===== config.mk =====
export PLATFORM = sky130hd
export DESIGN_NAME = piso_serializer
export DESIGN_NICKNAME = d
export VERILOG_FILES = /design/src/rtl/piso_serializer.sv
export SDC_FILE = /design/constraint.sdc
export NUM_CORES = 1
export LEC_CHECK = 0
export CORE_MARGIN = 4
export CORE_UTILIZATION = 35
export CTS_BUF_LIST = sky130_fd_sc_hd__clkbuf_4 sky130_fd_sc_hd__clkbuf_8
export DETAILED_ROUTE_END_ITERATION = 16
export GPL_TIMING_DRIVEN = 0
export PLACE_DENSITY = 0.55
export SYNTH_ARGS = -nofsm -noshare
export SYNTH_HDL_FRONTEND = slang
export SYNTH_SLANG_ARGS = --single-unit

===== constraint.sdc =====
create_clock -name clk -period 5.3 [get_ports clk]
set_clock_uncertainty 0.15 [all_clocks]
set_input_delay 1.06 -clock clk [delete_from_list [all_inputs] [get_ports clk]]
set_output_delay 1.06 -clock clk [all_outputs]
set_load 0.01 [all_outputs]

===== src/rtl/piso_serializer.sv =====
// Parallel-in serial-out shifter with a one-word holding register so the next word can be
// queued while the current one is still shifting out, giving gap-free back-to-back frames.
module piso_serializer #(
  parameter int unsigned DATA_W     = 8,
  parameter bit          MSB_FIRST  = 1'b0,
  parameter bit          IDLE_LEVEL = 1'b0
) (
  input  logic              clk,
  input  logic              reset_n,
  input  logic [DATA_W-1:0] in_data,
  input  logic              in_valid,
  output logic              in_ready,
  input  logic              bit_en,
  output logic              serial_out,
  output logic              bit_valid,
  output logic              frame_start,
  output logic              frame_last
);

  localparam int unsigned     CntW    = (DATA_W > 1) ? $clog2(DATA_W) : 1;
  localparam logic [CntW-1:0] CntLast = CntW'(DATA_W - 1);

  typedef enum logic [0:0] {StIdle, StShift} state_e;

  state_e            state_q, state_d;
  logic [DATA_W-1:0] hold_data_q, hold_data_d;
  logic              hold_full_q, hold_full_d;
  logic [DATA_W-1:0] shift_q, shift_d;
  logic [CntW-1:0]   cnt_q, cnt_d;
  logic              accept, word_done, load;

  always_ff @(posedge clk or negedge reset_n) begin
    if (!reset_n) begin
      state_q     <= StIdle;
      hold_data_q <= '0;
      hold_full_q <= 1'b0;
      shift_q     <= '0;
      cnt_q       <= '0;
    end else begin
      state_q     <= state_d;
      hold_data_q <= hold_data_d;
      hold_full_q <= hold_full_d;
      shift_q     <= shift_d;
      cnt_q       <= cnt_d;
    end
  end

  always_comb begin
    state_d     = state_q;
    hold_data_d = hold_data_q;
    hold_full_d = hold_full_q;
    shift_d     = shift_q;
    cnt_d       = cnt_q;

    accept    = in_valid && !hold_full_q;
    word_done = (state_q == StIdle) || (cnt_q == CntLast);
    // Accept and load are mutually exclusive: accept needs an empty holder, load a full one.
    load      = bit_en && hold_full_q && word_done;

    if (accept) begin
      hold_data_d = in_data;
      hold_full_d = 1'b1;
    end

    if (bit_en) begin
      unique case (state_q)
        StIdle:  if (hold_full_q) state_d = StShift;
        StShift: if ((cnt_q == CntLast) && !hold_full_q) state_d = StIdle;
        default: state_d = StIdle;
      endcase
    end

    if (load) begin
      shift_d     = hold_data_q;
      cnt_d       = '0;
      hold_full_d = 1'b0;
    end else if (bit_en && (state_q == StShift) && (cnt_q != CntLast)) begin
      cnt_d = cnt_q + CntW'(1);
      if (MSB_FIRST) shift_d = {shift_q[DATA_W-2:0], 1'b0};
      else           shift_d = {1'b0, shift_q[DATA_W-1:1]};
    end
  end

  always_comb begin
    in_ready    = !hold_full_q;
    bit_valid   = (state_q == StShift);
    serial_out  = IDLE_LEVEL;
    if (bit_valid) serial_out = MSB_FIRST ? shift_q[DATA_W-1] : shift_q[0];
    frame_start = bit_valid && (cnt_q == '0);
    frame_last  = bit_valid && (cnt_q == CntLast);
  end

endmodule


# After elaboration in Yosys (flattened, before gate mapping)
# Cells that the tools add are included.
[classes]
n_addsub = 1
n_eq_ne = 2
mux = 10
n_bitwise = 1
n_reduce_logical = 13
[op_table]
columns = ["operator", "n"]
rows = [
  ["8-bit two-way mux", 2],
  ["1-bit logical AND", 8],
  ["3-bit two-way mux", 2],
  ["1-bit two-way mux", 5],
  ["2-bit nonzero test", 2],
  ["3-bit by 1-bit adder with 3-bit output, second input constant", 1],
  ["3-bit equality test, second input constant", 1],
  ["3-bit logical NOT", 1],
  ["3-bit inequality test, second input constant", 1],
  ["1-bit case mux with 2 select lines", 1],
  ["1-bit logical NOT", 1],
  ["1-bit logical OR", 1],
  ["1-bit inverter", 1],
]
[totals]
ff_bits = 21
in_bits = 12
out_inout_bits = 5
wordCells = 32

# Longest topological paths before layout
# Gate-level depths: netlist (run 1).
[depth]
depth_word = 4
mapped_depth = 6
ltp_nobuf = 5

# Worst setup path before layout (run 1)
# No wires, ideal clock.
[synth_timing]
kind = "register to output"
start = "register cnt_q[0]"
end = "output frame_last"
arrival_time_ps = 927
required_time_ps = 4090
setup_slack_ps = 3163
path_stages_with_launch = 4
n_path_buf = 0
path_cell_list = "dfrtp_1 ha_1 ha_1 and2_2"
[synth_between]
elab_chain_cells = 2
[synth_rtl]
columns = ["element", "line_no", "source"]
rows = [
  ["from (decl)", "29", "logic [CntW-1:0] cnt_q, cnt_d;"],
  ["from (signal assigned)", "44", "cnt_q <= cnt_d;"],
  ["3-bit equality test", "90", "frame_last = bit_valid && (cnt_q == CntLast);"],
  ["1-bit logical AND", "90", ""],
  ["to (decl)", "17", "output logic frame_last"],
]
# No other way between the ends.

# Worst setup path in the final report (run 1)
# Same ends and word-level chain as after synthesis.

==> results of run 1 <==
[synth_stat cells (all sizes together)]
cell type / count
o21ai: 3
nand2b: 1
nand4: 1
dfrtp: 21
or2b: 6
inv: 4
buf: 4
or2: 1
a22o: 2
a21boi: 1
mux2: 8
nor2b: 1
nand2: 4
a21oi: 1
ha: 3
mux2i: 8
and2b: 1
and2: 2
nor2: 1
nand3: 1
a32o: 1
a2bb2oi: 6
[routing by layer]
layer	GRT usage, %	vias up	wire length (um)
li1	-	321	-
met1	14.8	330	847
met2	15.8	10	800
met3	2.69	2	75
met4	3.64	0	14
met5	0	-	0
[final timing paths]
kind / to / slack, ps / cells after the start
max: frame_last / 2340 / 4
min: hold_data_q[2] / 370 / 1
max reg2reg: shift_q[0] / 3470 / 6
min reg2reg: hold_data_q[2] / 370 / 1
max in group asynchronous: cnt_q[0] / 3300 / 1
min in group asynchronous: hold_data_q[1] / 1110 / 1
[state kept, by name, indices dropped and copies added (netlist names)]
| name | count |
|---|---|
| hold_data_q | 8 |
| shift_q | 8 |
| bit_valid | 1 |
| cnt_q | 3 |
| hold_full_q | 1 |
[stage by stage]
step | hold WS (ps) | area (um2) | setup WS, ps | total power [mW]
after floorplan | 322 | 1020 | 3160 | 0.446
after global placement | 337 | 1220 | 2680 | 0.515
after detailed placement | 341 | 1220 | 2680 | 0.521
after CTS | 371 | 1250 | 2320 | 0.600
after global routing | 385 | 1250 | 2260 | 0.637
final | 367 | 1250 | 2340 | 0.590
[cell families (layout without fill, tap and decap cells)]
logic type	Yosys count	count (layout)	share of synthesized area [%]
DFF	21	21	51.4
muxes	16	16	16.6
AOI/OAI and AO/OA	14	14	11.7
and+or+nand+nor	19	19	12.2
buffers and inverters	8	28	4.28
adders and majority gates	3	3	3.67
[layout make-up]
| class | count | area, um2 | area share [%] |
|---|---|---|---|
| flip-flops and latches | 21 | 526 | 42.1 |
| multi-input cells | 52 | 453 | 36.3 |
| repair buffers | 16 | 160 | 12.8 |
| well taps | 31 | 38.8 | 3.11 |
| plain buffers | 4 | 28.8 | 2.30 |
| clock buffers | 3 | 22.5 | 1.80 |
| inverters | 4 | 15.0 | 1.20 |
| clock inverters | 1 | 5.00 | 0.401 |
[power groups by stage]
stage	clock network (mW)	registers [mW]	logic (mW)
6_report	0.0789	0.263	0.249
3_5_place_dp	0	0.268	0.253
3_3_place_gp	0	0.266	0.249
4_1_cts	0.0822	0.264	0.253
2_1_floorplan	0	0.258	0.188
5_1_grt	0.0888	0.274	0.275
[placed cells by master (no fill, tap or decap)]
master	count
and2b_2	1
inv_1	4
a22o_1	1
mux2_2	8
dfrtp_1	21
ha_1	3
nand3_1	1
clkinv_2	1
nand2b_1	1
or2b_2	6
buf_6	1
a22o_2	1
clkdlybuf4s50_1	16
nor2_1	1
nor2b_1	1
or2_2	1
and2_2	2
buf_2	2
a21oi_1	1
a21boi_4	1
nand2_1	4
clkbuf_4	3
a2bb2oi_1	6
mux2i_1	8
nand4_1	1
a32o_1	1
o21ai_0	3
buf_4	1
==> flow_summary.yaml, run 1 <==
sta:
  rsz0062_at_grt: "no"
  max-slew-margin-rel_pct: 36.9
  finalHoldViolations: 0
  fin_setup_tns_ps: 0
  slew_viol_final: 0
  finalSetupViolations: 0
  period_share_pct: 55.8
  clock.fmax_mhz: 338
  fin_crit_ps: 2960
  worst_pin_slew_ps: 944
global_route:
  grt_max_degree: 22
  grt_pass1_wl_um: 2940
  antenna_found_initial: 0
  grt-ovfl-total: 0
  grt_pass1_vias: 630
  grt_util_all_layers_pct: 10.6
clocking:
  clkSlewWorstSetupHoldPaths_ps: 130
  hold_buffers: 0
  cts_htree_levels: 1
  cts_buffers: 3
  cts_setup_buffers: 0
  cts.sinks: 21
  cts.path.max_buffers: 2
  cts_tree: "yes"
  cts-root-buf: "clkbuf_4"
  post_cts_resized: 0
  clk_latency_ps: 310
logic_synthesis:
  ys_warn_count: 0
  syn_area_per_cell_um2: 12.6
  synthesis.area_mm2: 0.00102
  synth_cell_type_count: 25
  synth_area_leaders: "dfrtp_1 (51%), mux2_2 (8.8%), mux2i_1 (7.8%), a2bb2oi_1 (5.1%), or2b_2 (5.1%)"
  syn-instance-count: 81
  yosysTopAreaCell: "dfrtp_1"
  synth_fp_nets: 96
  yosysSeqAreaShare_pct: 51.4
  synth-seq-cells: 21
  synth_top_cell_area_share_pct: 51.4
pwr:
  peakVddDrop_uv: 269
  power.switching_mw: 0.184
  switching_share_pct: 31.1
  power_frac_comb_pct: 42.1
  p_clk_share_pct: 13.4
  leakagePower_nw: 0.547
  seq_power_share_pct: 44.5
  intPower_mw: 0.406
  power_density_mw_per_mm2: 473
layout:
  antenna_cells: 0
  syn2layout_area_growth_pct: 22.2
  final_cells: 132
  final_layout_size_suffix_gt1_share_pct: 27.7
  nNetsFinal: 117
  final.fill_count: 274
  final_util_pct: 44.9
worst_setup_path:
  crit_type: "flop to primary output"
  slowest_delay_ps: 470
  arrival_ps: 1750
  rr_startpoint: "cnt_q[0]"
  slowest_stage: "clkdlybuf4s50_1"
  path_common_cell: "ha_1"
  worstPathRequired_ps: 4090
  critPathBufInv: 1
  path_cells: "ha_1 > ha_1 > and2_2 > clkdlybuf4s50_1"
  cp-start-kind: "flop"
  end_kind: "primary output"
  crit_family: "buffers and inverters"
  startpoint: "cnt_q[0]"
  worstPathMaxFanout: 4
hold_path:
  hold_start: "hold_data_q[2]"
  holdCritPathClass: "flop to flop"
placed_design:
  dpl.hpwl_um: 1270
  dp_cells: 128
  port_buffers: 16
  place.gp.congestion: 0.668
floorplanning:
  start_util_pct: 36.8
  placementRows: 19
  die_area_mm2: 0.00385
  die_y_um: 62.0
  fp.dieW_um: 62.0
  pin_count: 17
  coreArea_mm2: 0.00278
run_status:
  outcome: "completed"
route:
  wl_um: 1740
  drc: 0
  avgRoutedWirePerCell_um: 13.2
  num_vias: 663
  drt_first_pass_iters: 4
  vias_per_cell: 5.02
  postRouteAntennaNets: 0
  drtIter0Drc: 15
job:
  maxCapViolCount: 0
(Power assumes the default switching activity.)
==> run 2, diff against run 1 <==
--- a/config.mk
+++ b/config.mk
@@ -10,7 +10,7 @@
 export CTS_BUF_LIST = sky130_fd_sc_hd__clkbuf_4 sky130_fd_sc_hd__clkbuf_8
 export DETAILED_ROUTE_END_ITERATION = 16
 export GPL_TIMING_DRIVEN = 0
-export PLACE_DENSITY = 0.55
+export PLACE_DENSITY = 0.58
 export SYNTH_ARGS = -nofsm -noshare
 export SYNTH_HDL_FRONTEND = slang
 export SYNTH_SLANG_ARGS = --single-unit
==> constraint.sdc (replaced) <==
create_clock -name clk -period 2.5 [get_ports clk]
set_clock_uncertainty 0.15 [all_clocks]
set_input_delay 0.5 -clock clk [delete_from_list [all_inputs] [get_ports clk]]
set_output_delay 0.5 -clock clk [all_outputs]
set_load 0.01 [all_outputs]
==> flow_summary.yaml, run 2 (same netlist as run 1, synthesis figures left out) <==
hold_path:
  hold_depth: 1
  holdCritPathClass: "flop to flop"
layout:
  final_util_pct: 45.0
  layout_commonest_cell: "dfrtp_1"
  nNetsFinal: 117
  final_cell_mix: "dfrtp_1 (21), clkdlybuf4s50_1 (16), mux2i_1 (8), mux2_2 (8)"
  syn2layout_area_growth_pct: 22.4
  stdcell_area_mm2: 0.00125
  reg.largest.list: "hold_data_q: 8 flops, shift_q: 8 flops, cnt_q: 3 flops"
  final_layout_size_suffix_gt1_share_pct: 27.7
  antenna_cells: 0
clocking:
  cts.sinks: 21
  cts-root-buf: "clkbuf_4"
  clkSlewWorstSetupHoldPaths_ps: 120
  post_cts_resized: 0
  cts.path.max_buffers: 2
  hold_buffers: 0
  cts_setup_buffers: 0
  cts_tree: "yes"
  cts_buffers: 3
  cts_htree_levels: 1
  clk_latency_ps: 310
route:
  avgRoutedWirePerCell_um: 13.3
  vias_per_cell: 5.08
  drt_first_pass_iters: 4
  wl_um: 1760
  drtIter0Drc: 5
  num_vias: 670
  drc: 0
  postRouteAntennaNets: 0
sta:
  max-slew-margin-rel_pct: 38.4
  fin_setup_tns_ps: 0
  worst_pin_slew_ps: 922
  rsz0062_at_grt: "no"
  finalSetupViolations: 0
  fin_crit_ps: 2400
  period_share_pct: 96.2
  clock.fmax_mhz: 416
  slew_viol_final: 0
  finalHoldViolations: 0
  finalWorstSetupSlack_ps: 95.2
worst_setup_path:
  worstPathRequired_ps: 1850
  arrival_ps: 1750
  worstPathMaxFanout: 4
  ff2ff_path_depth: 6
  end_kind: "primary output"
  crit_type: "flop to primary output"
  cp-start-kind: "flop"
  r2r_slack_ps: 670
pwr:
  total_power_mw: 1.27
  power_density_mw_per_mm2: 1010
  peakVddDrop_uv: 645
  leakagePower_nw: 0.548
floorplanning:
  fp.dieW_um: 62.0
  coreArea_mm2: 0.00278
  placementRows: 19
  die_y_um: 62.0
  die_area_mm2: 0.00385
  pin_count: 17
  start_util_pct: 36.8
global_route:
  grt_pass1_wl_um: 3100
  grt-ovfl-total: 0
  grt_util_all_layers_pct: 11.3
  grt_max_degree: 22
  grt_pass1_vias: 690
  antenna_found_initial: 0
run_status:
  outcome: "completed"
placed_design:
  dpl.hpwl_um: 1290
  port_buffers: 16
  place.gp.congestion: 0.696
  pre_cts_slack_ps: 437
  postPlaceCellArea_mm2: 0.00122
job:
  maxCapViolCount: 0
## run 2: worst paths after layout
kind                                      from              to
worst max-delay path                  cnt_q[0]      frame_last
worst min-delay path            hold_data_q[3]  hold_data_q[3]
worst max register to register        cnt_q[0]      shift_q[4]
worst min register to register  hold_data_q[3]  hold_data_q[3]
max in group asynchronous              reset_n        cnt_q[1]
min in group asynchronous              reset_n  hold_data_q[2]
## run 2: per-layer routing
layer  GRT usage (%)  up-vias  routed length [um]
met5               0        -                   0
met4            4.55        0                  29
met3            3.93        4                 105
met2            17.5       16                 807
met1            14.3      328                 816
li1                -      322                   -
## run 2: power by group
part | internal, mW | total [mW] | switching, mW
combinational | 0.319 | 0.526 | 0.207
sequential | 0.484 | 0.561 | 0.0777
clock | 0.0732 | 0.179 | 0.105
## run 2: cell type report
type	count	area (um2)
fill	279	1530
timing repair buffer	16	160
sequential	21	526
buffer	4	28.8
clock buffer	4	30.0
tap	31	38.8
inverter	4	15.0
multi-input combinational	52	453
## run 2: worst max-delay path, cell delays in order (launching register included)
cell,delay (ps)
dfrtp_1,400
ha_1,200
ha_1,210
and2_2,170
clkdlybuf4s50_1,470
## run 2: metrics by stage
step | cells | hold slack, ps
after floorplan | 81 | 54.4
after CTS | 132 | 368
after detailed placement | 128 | 341
final | 132 | 366
after global routing | 132 | 386
after global placement | 128 | 337
==> run 3, diff against run 2 <==
--- a/config.mk
+++ b/config.mk
@@ -8,9 +8,10 @@
 export CORE_MARGIN = 4
 export CORE_UTILIZATION = 35
 export CTS_BUF_LIST = sky130_fd_sc_hd__clkbuf_4 sky130_fd_sc_hd__clkbuf_8
+export CTS_CLUSTER_DIAMETER = 30
 export DETAILED_ROUTE_END_ITERATION = 16
 export GPL_TIMING_DRIVEN = 0
-export PLACE_DENSITY = 0.58
+export PLACE_DENSITY = 0.57
 export SYNTH_ARGS = -nofsm -noshare
 export SYNTH_HDL_FRONTEND = slang
 export SYNTH_SLANG_ARGS = --single-unit
==> flow_summary.yaml, run 3 (same netlist as run 1, synthesis figures left out) <==
layout:
  final_layout_size_suffix_gt1_share_pct: 27.7
  stdcell_area_mm2: 0.00125
  final_util_pct: 45.0
  layout_commonest_cell: "dfrtp_1"
  final.fill_count: 281
  nNetsFinal: 117
  final_cell_mix: "dfrtp_1 (21), clkdlybuf4s50_1 (16), mux2i_1 (8), mux2_2 (8)"
  antenna_cells: 0
  reg.largest.list: "hold_data_q: 8 flops, shift_q: 8 flops, cnt_q: 3 flops"
  syn2layout_area_growth_pct: 22.4
worst_setup_path:
  critPathBufInv: 1
  arrival_ps: 1760
  slowest_stage: "clkdlybuf4s50_1"
  end_kind: "primary output"
  worstPathRequired_ps: 1850
  cp-start-kind: "flop"
  crit_type: "flop to primary output"
  slowest_delay_ps: 470
  worstPathMaxFanout: 4
  path_cells: "ha_1 > ha_1 > and2_2 > clkdlybuf4s50_1"
  path_common_cell: "ha_1"
  crit_family: "buffers and inverters"
route:
  drtIter0Drc: 24
  vias_per_cell: 5.04
  num_vias: 665
  drc: 0
  drt_first_pass_iters: 4
  postRouteAntennaNets: 0
  wl_um: 1770
  avgRoutedWirePerCell_um: 13.4
pwr:
  peakVddDrop_uv: 633
  power_density_mw_per_mm2: 1010
  leakagePower_nw: 0.548
  total_power_mw: 1.26
sta:
  slew_viol_final: 0
  finalHoldViolations: 0
  finalSetupViolations: 0
  finalHoldWorstSlack_ps: 366
  period_share_pct: 96.4
  rsz0062_at_grt: "no"
  clock.fmax_mhz: 415
  fin_setup_tns_ps: 0
  max-slew-margin-rel_pct: 38.2
  worst_pin_slew_ps: 924
  fin_crit_ps: 2410
floorplanning:
  die_y_um: 62.0
  fp.dieW_um: 62.0
  start_util_pct: 36.8
  die_area_mm2: 0.00385
  coreArea_mm2: 0.00278
  placementRows: 19
  pin_count: 17
global_route:
  grt_util_all_layers_pct: 11.1
  grt_pass1_vias: 670
  grt-ovfl-total: 0
  grt_max_degree: 22
  antenna_found_initial: 0
  grt_pass1_wl_um: 3070
job:
  maxCapViolCount: 0
clocking:
  cts.sinks: 21
  cts.path.max_buffers: 2
  cts-root-buf: "clkbuf_4"
  post_cts_resized: 0
  cts_tree: "yes"
  clkSlewWorstSetupHoldPaths_ps: 120
  hold_buffers: 0
  cts_buffers: 3
  cts_setup_buffers: 0
  cts_htree_levels: 1
  clk_latency_ps: 310
placed_design:
  postPlaceCellArea_mm2: 0.00122
  dpl.hpwl_um: 1260
  place.gp.congestion: 0.664
  port_buffers: 16
run_status:
  outcome: "completed"
hold_path:
  holdCritPathClass: "flop to flop"
==> run 3: cell counts in the layout (fill, tap and decap cells not counted) <==
Identical to the previous run, type by type.
==> run 3: area by class of cell <==
| class | instances | area [um2] | share of cell area (%) |
|---|---|---|---|
| multi-input cells | 52 | 453 | 36.2 |
| inverters | 4 | 15.0 | 1.20 |
| flip-flops and latches | 21 | 526 | 42.0 |
| plain buffers | 4 | 28.8 | 2.30 |
| well taps | 31 | 38.8 | 3.10 |
| repair buffers | 16 | 160 | 12.8 |
| clock buffers | 4 | 30.0 | 2.40 |
==> run 3: worst paths after layout <==
path,from,endpoint,slack [ps],cells after the start
setup / recovery,cnt_q[0],frame_last,90,4
hold / removal,hold_data_q[2],hold_data_q[2],370,1
setup reg to reg,cnt_q[0],shift_q[4],660,6
hold reg to reg,hold_data_q[2],hold_data_q[2],370,1
max in group asynchronous,reset_n,shift_q[3],1080,1
min in group asynchronous,reset_n,hold_data_q[0],540,1
==> run 3: routing by layer <==
layer  wire (um)  track usage, %  part of all wire [%]
met4          18            3.64                   1.0
met3         109            4.13                   6.2
met1         848            14.1                    48
met2         790            17.3                    45
met5           0               0                     0
==> run 3: worst register-to-register path, cell delays in order (launching register included) <==
cell       delay [ps]
dfrtp_1           410
ha_1              200
ha_1              200
nand2b_1          160
buf_6             160
a21boi_4          280
a2bb2oi_1         190
==> run 3: where the power goes <==
group | internal (mW) | total (mW) | switching (mW)
Combinational | 0.319 | 0.523 | 0.204
Clock | 0.0731 | 0.176 | 0.103
Sequential | 0.484 | 0.560 | 0.0760
Total | 0.876 | 1.26 | 0.383
==> run 3: metrics by stage <==
stage                     worst slack, ps  std cells
after floorplan                       851         81
after global placement                444        128
after detailed placement              436        128
after CTS                            68.0        132
after global routing                 3.12        132
final                                90.9        132
==> RTL edit 1 (settings of run 1) <==
Set the parameter `DATA_W` to 4 (it was 8).
--- a/src/rtl/piso_serializer.sv
+++ b/src/rtl/piso_serializer.sv
@@ -1,7 +1,7 @@
 // Parallel-in serial-out shifter with a one-word holding register so the next word can be
 // queued while the current one is still shifting out, giving gap-free back-to-back frames.
 module piso_serializer #(
-  parameter int unsigned DATA_W     = 8,
+  parameter int unsigned DATA_W     = 4,
   parameter bit          MSB_FIRST  = 1'b0,
   parameter bit          IDLE_LEVEL = 1'b0
 ) (
Interface: changed (resized in_data); port bits go from 17 to 13. No check against the original RTL was run, so the function may have changed too.
==> RTL edit 1 against run 1 <==
- synthesized area shrank 39%
- total power decreased by 25%
- wire length down 41%
- final cell count decreased by 30%
- largest power group is now combinational cells
- worst setup slack improved by 0.17 ns
- cell area fell by 36%
- sequential share of layout area decreased by 4.8 points
- sequential power is 41% lower
- sequential cell count shrank 9
- synthesized cell count down 35%
- worst hold slack worse by 0.016 ns
==> RTL edit 1: results (changes against run 1) <==
| Metric | Value |
|---|---|
| Port Buf Inserts | `11 (-5)` |
| Largest registers | `hold_data_q: 4 flops, shift_q: 4 flops, cnt_q: 2 flops` |
| Crit path time final | `2.790 ns (-0.1655 ns)` |
| Commonest cells in the netlist | `dfrtp_1, nand2_1, mux2_2` |
| Family with the most delay on the worst path | `buffers and inverters` |
| Worst-case reg-to-reg path depth | `5 (-1)` |
| Syn_area_per_cell | `11.83 µm² (-6.3%)` |
| Root buffer cell | `clkbuf_4` |
| Netlist cell types | `20 (-20%)` |
| Reg2reg setup slack | `3.83 ns (+0.36 ns)` |
| HP Start | `hold_data_q[1]` |
| Largest net degree at the start of global routing | `13 (-41%)` |
| Clk slew on worst S/H paths | `0.07 ns (-0.06 ns)` |
| Htree depth | `1 (unchanged)` |
| First-pass GRT wire length | `1821 µm (-38%)` |
| Vias in the first global route | `394 (-37%)` |
| Leakage Power | `0.3684 nW (-33%)` |
| Share of cells above drive strength 1 | `0.3235 (+0.04630)` |
| Max-slew headroom | `0.6270 (+0.2585)` |
| Min-Delay Path Class | `reg -> reg` |
| Drt initial violations | `3 (-12)` |
| Routed WL per cell | `10.97 µm (-17%)` |
| Area contributors post-synth | `dfrtp_1, mux2_2, a2bb2oi_2` |
| R2r endpoint | `shift_q[0]` |
| Total GRT Usage | `0.09869 (-0.007048)` |
| Post-synthesis sequential area ratio | `0.4790 (-0.03503)` |
| RD Place Congestion | `0.6491 (-2.8%)` |
| Peak VDD IR | `0.0002796 V (+3.9%)` |
| Vias per cell | `4.559 (-9.2%)` |
| Pre-CTS setup slack | `2.803 ns (+0.1265 ns)` |
| Finished Layout Cells | `93 (-30%)` |
| Worst path arrival time | `1.58 ns (-0.17 ns)` |
| Hpwl dp | `753.7 µm (-41%)` |
| Crit. Startpoint | `cnt_q[0]` |
| Clk Latency, worst-skew pair | `0.28 ns (-0.03 ns)` |
| CP max-delay cell | `clkdlybuf4s50_1` |
| Status | `completed` |
| Cell Count Post-Placement | `89 (-30%)` |
| Final net count | `79 (-32%)` |
| Syn_nets | `63 (-34%)` |
| CTS Buf Count | `3 (unchanged)` |
| Initial antenna violation count | `0 (unchanged)` |
==> RTL edit 1: how the worst min path moves through the flow <==
stage                           to
floorplan               shift_q[3]
global placement    hold_data_q[1]
detailed placement  hold_data_q[1]
CTS                 hold_data_q[1]
global route        hold_data_q[2]
finish              hold_data_q[1]
==> RTL edit 1: layout make-up <==
class | instances | area, µm²
plain buffers | 3 | 26.28
repair buffers | 11 | 110.1
fillers | 176 | 903.4
well taps | 25 | 31.28
inverters | 3 | 11.26
clock buffers | 4 | 36.28
multi-input cells | 35 | 289.0
flip-flops and latches | 12 | 300.3
==> RTL edit 1: kinds of logic after synthesis <==
logic type | after synthesis | share of synthesized area
multiplexers | 6 | 0.1038
AND/OR/NAND/NOR | 18 | 0.1677
AO/OA/AOI/OAI | 9 | 0.1497
flip-flops | 12 | 0.4790
buffers and inverters | 6 | 0.05987
adder cells (fa/ha/maj) | 2 | 0.03991
==> RTL edit 1: worst reg2reg max path: cells and delay by family (launching register included) <==
kind,cells,cell delay [ns]
adder cells (fa/ha/maj),1,0.26
AO/OA/AOI/OAI,1,0.07
AND/OR/NAND/NOR,1,0.13
multiplexers,1,0.22
flip-flops,1,0.39
buffers and inverters,1,0.14
==> RTL edit 1: where the power goes <==
part	total (mW)	leakage [nW]	internal, mW	switching [mW]
Combinational	0.214	0.206	0.124	0.0897
Clock	0.0737	0.0210	0.0418	0.0319
Sequential	0.154	0.141	0.132	0.0220
Total	0.442	0.368	0.298	0.144
==> RTL edit 1: stage by stage <==
step,hold WS [ns],instance area [µm²]
floorplan,0.3120,626.9
global placement,0.3323,768.2
detailed placement,0.3379,768.2
CTS,0.3551,804.5
global route,0.3857,804.5
finish,0.3514,804.5
==> RTL edit 1: layer usage <==
layer,GRT usage,up-vias,share of wire
met5,0,-,0
met4,0.08072,0,0.041
met3,0.01780,5,0.059
met2,0.1500,13,0.47
met1,0.1206,197,0.43
li1,-,209,-
==> RTL edit 2 (flow settings as in run 1) <==
Without the edit above. Reset style: synchronous (`reset_n`), changed in one clocked block.
--- a/src/rtl/piso_serializer.sv
+++ b/src/rtl/piso_serializer.sv
@@ -29,7 +29,7 @@
   logic [CntW-1:0]   cnt_q, cnt_d;
   logic              accept, word_done, load;
 
-  always_ff @(posedge clk or negedge reset_n) begin
+  always_ff @(posedge clk) begin
     if (!reset_n) begin
       state_q     <= StIdle;
       hold_data_q <= '0;
Formal check against the unedited RTL: differs if reset_n is asserted again (counterexample within 4 cycles, from zero or initial values and one cycle with reset_n low); with reset_n held inactive, the same outputs for 10 cycles.
==> RTL edit 2 against run 1 <==
- wire length increased by 15%
- sequential cell count unchanged
- synthesized cell count increased by 41%
- cell area increased by 0.60%
- worst setup slack improved by 0.064 ns
- final cell count increased by 24%
- via count increased by 24%
- synthesized area increased by 1.5%
- largest cell class is now multi-input gates
Power is not compared: it rests on default switching activity, and its combinational part moved more than twofold at a synthesized area within 25%.
==> RTL edit 2: results (changes against run 1) <==
| Metric | Value |
|---|---|
| Worst hold slack | `0.3116 ns (-0.05565 ns)` |
| Top_reg_cell synth | `dfxtp_1` |
| Area contributors post-synth | `dfxtp_1, a221oi_2, nand2_1` |
| DRT Pass-1 Iters | `4 (unchanged)` |
| Commonest cells in the netlist | `nand2_1, dfxtp_1, a21oi_1, inv_1, nand2b_1` |
| Critical path peak fanout | `3 (-1)` |
| Yosys warns | `0 (unchanged)` |
| Syn_nets | `129 (+34%)` |
| Status | `completed` |
| Least-Margin Pin Slew | `0.3535 ns (-0.5907 ns)` |
| Post-synthesis sequential area ratio | `0.4053 (-0.1088)` |
| CP max stage delay | `0.47 ns (about the same)` |
| Vias after detailed routing | `821 (+24%)` |
| Total GRT Usage | `0.1076 (+0.001851)` |
| Min-Delay Path Class | `reg -> reg` |
| Async SR Flop Fraction | `0 (-1.000)` |
| CP max-delay cell | `clkdlybuf4s50_1` |
| Vias in the first global route | `752 (+19%)` |
| DRT Wirelength | `2004 µm (+15%)` |
| Post-CTS sizing | `0 (unchanged)` |
| Port Buf Inserts | `15 (-1)` |
| CTS Buf Count | `3 (unchanged)` |
| Htree depth | `1 (unchanged)` |
| Share of cells above drive strength 1 | `0.1729 (-0.1043)` |
| Hpwl dp | `1477 µm (+16%)` |
| Largest net degree at the start of global routing | `12 (-45%)` |
| Netlist cell types | `25 (unchanged)` |
| Total power | `0.3188 mW` |
| Root buffer cell | `clkbuf_4` |
| Clk buf depth | `2 (unchanged)` |
| Leakage Power | `0.5071 nW` |
| Largest registers | `hold_data_q: 8 flops, shift_q: 8 flops, cnt_q: 3 flops` |
| Peak VDD IR | `0.0001273 V` |
| Initial antenna violation count | `0 (unchanged)` |
| Synth Instances | `114 (+41%)` |
| Drt initial violations | `16 (+1)` |
| First-pass GRT wire length | `3387 µm (+15%)` |
| Ant diodes | `0 (unchanged)` |
| Post-CTS Setup Repair Bufs | `0 (unchanged)` |
| Fillers | `295 (+7.7%)` |
| Area post-placement | `1226 µm² (+0.41%)` |
| RD Place Congestion | `0.7204 (+7.9%)` |
| Final net count | `149 (+27%)` |
| Clk Latency, worst-skew pair | `0.31 ns (about the same)` |
| Clk slew on worst S/H paths | `0.12 ns` |
==> RTL edit 2: cell types whose count changed after synthesis, moves of 6 or more <==
cell,before,now
a21oi_1,1,9
a221oi_2,0,7
a2bb2oi_1,6,0
dfrtp_1,21,0
dfxtp_1,0,21
mux2_2,8,0
nand2_1,4,25
nand2b_1,1,8
or2b_2,6,0
==> RTL edit 2: cells by family after synthesis <==
| family | after synthesis | synth area share |
|---|---|---|
| AO/OA/AOI/OAI | 23 | 0.2063 |
| adder cells (fa/ha/maj) | 3 | 0.03619 |
| flip-flops | 21 | 0.4053 |
| buffers and inverters | 18 | 0.09167 |
| multiplexers | 7 | 0.06755 |
| AND/OR/NAND/NOR | 42 | 0.1930 |
==> RTL edit 2: cell type report <==
class	count	area, µm²	area share
Clock buffer	4	30.03	0.02390
Multi-Input combinational cell	75	521.8	0.4153
Buffer	7	53.80	0.04283
Timing Repair Buffer	15	150.1	0.1195
Tap cell	31	38.79	0.03088
Sequential cell	21	420.4	0.3347
Inverter	11	41.29	0.03287
==> RTL edit 2: through the flow <==
stage	instances	setup slack (ns)
2_1_floorplan	114	3.242
3_3_place_gp	160	2.768
3_5_place_dp	160	2.763
4_1_cts	164	2.393
5_1_grt	164	2.335
6_report	164	2.409
==> RTL edit 2: per-layer routing <==
metal  share of wire  GRT usage  vias up
met5               0          0        -
met4           0.024    0.05785        0
met3           0.040    0.03237        5
met2            0.45     0.1678       14
met1            0.49     0.1323      380
li1                -          -      422
==> RTL edit 2: path summary, 6_finish.rpt <==
check                      start              to  slack, ns  depth (start not counted)
setup / recovery        cnt_q[0]      frame_last       2.41                          4
hold / removal    hold_data_q[6]  hold_data_q[6]       0.31                          2
setup reg to reg        cnt_q[0]      shift_q[1]       3.60                          6
hold reg to reg   hold_data_q[6]  hold_data_q[6]       0.31                          2
==> RTL edit 2: critical path, delay by kind of cell, from the launching register on <==
kind	cells	cell delay [ns]
flip-flops	1	0.35
buffers and inverters	1	0.47
AND/OR/NAND/NOR	1	0.15
adder cells (fa/ha/maj)	2	0.40
==> RTL edit 2: power by group <==
| group | internal (mW) | switching (mW) |
|---|---|---|
| Combinational | 0.0308 | 0.0305 |
| Sequential | 0.167 | 0.00556 |
| Clock | 0.0346 | 0.0500 |
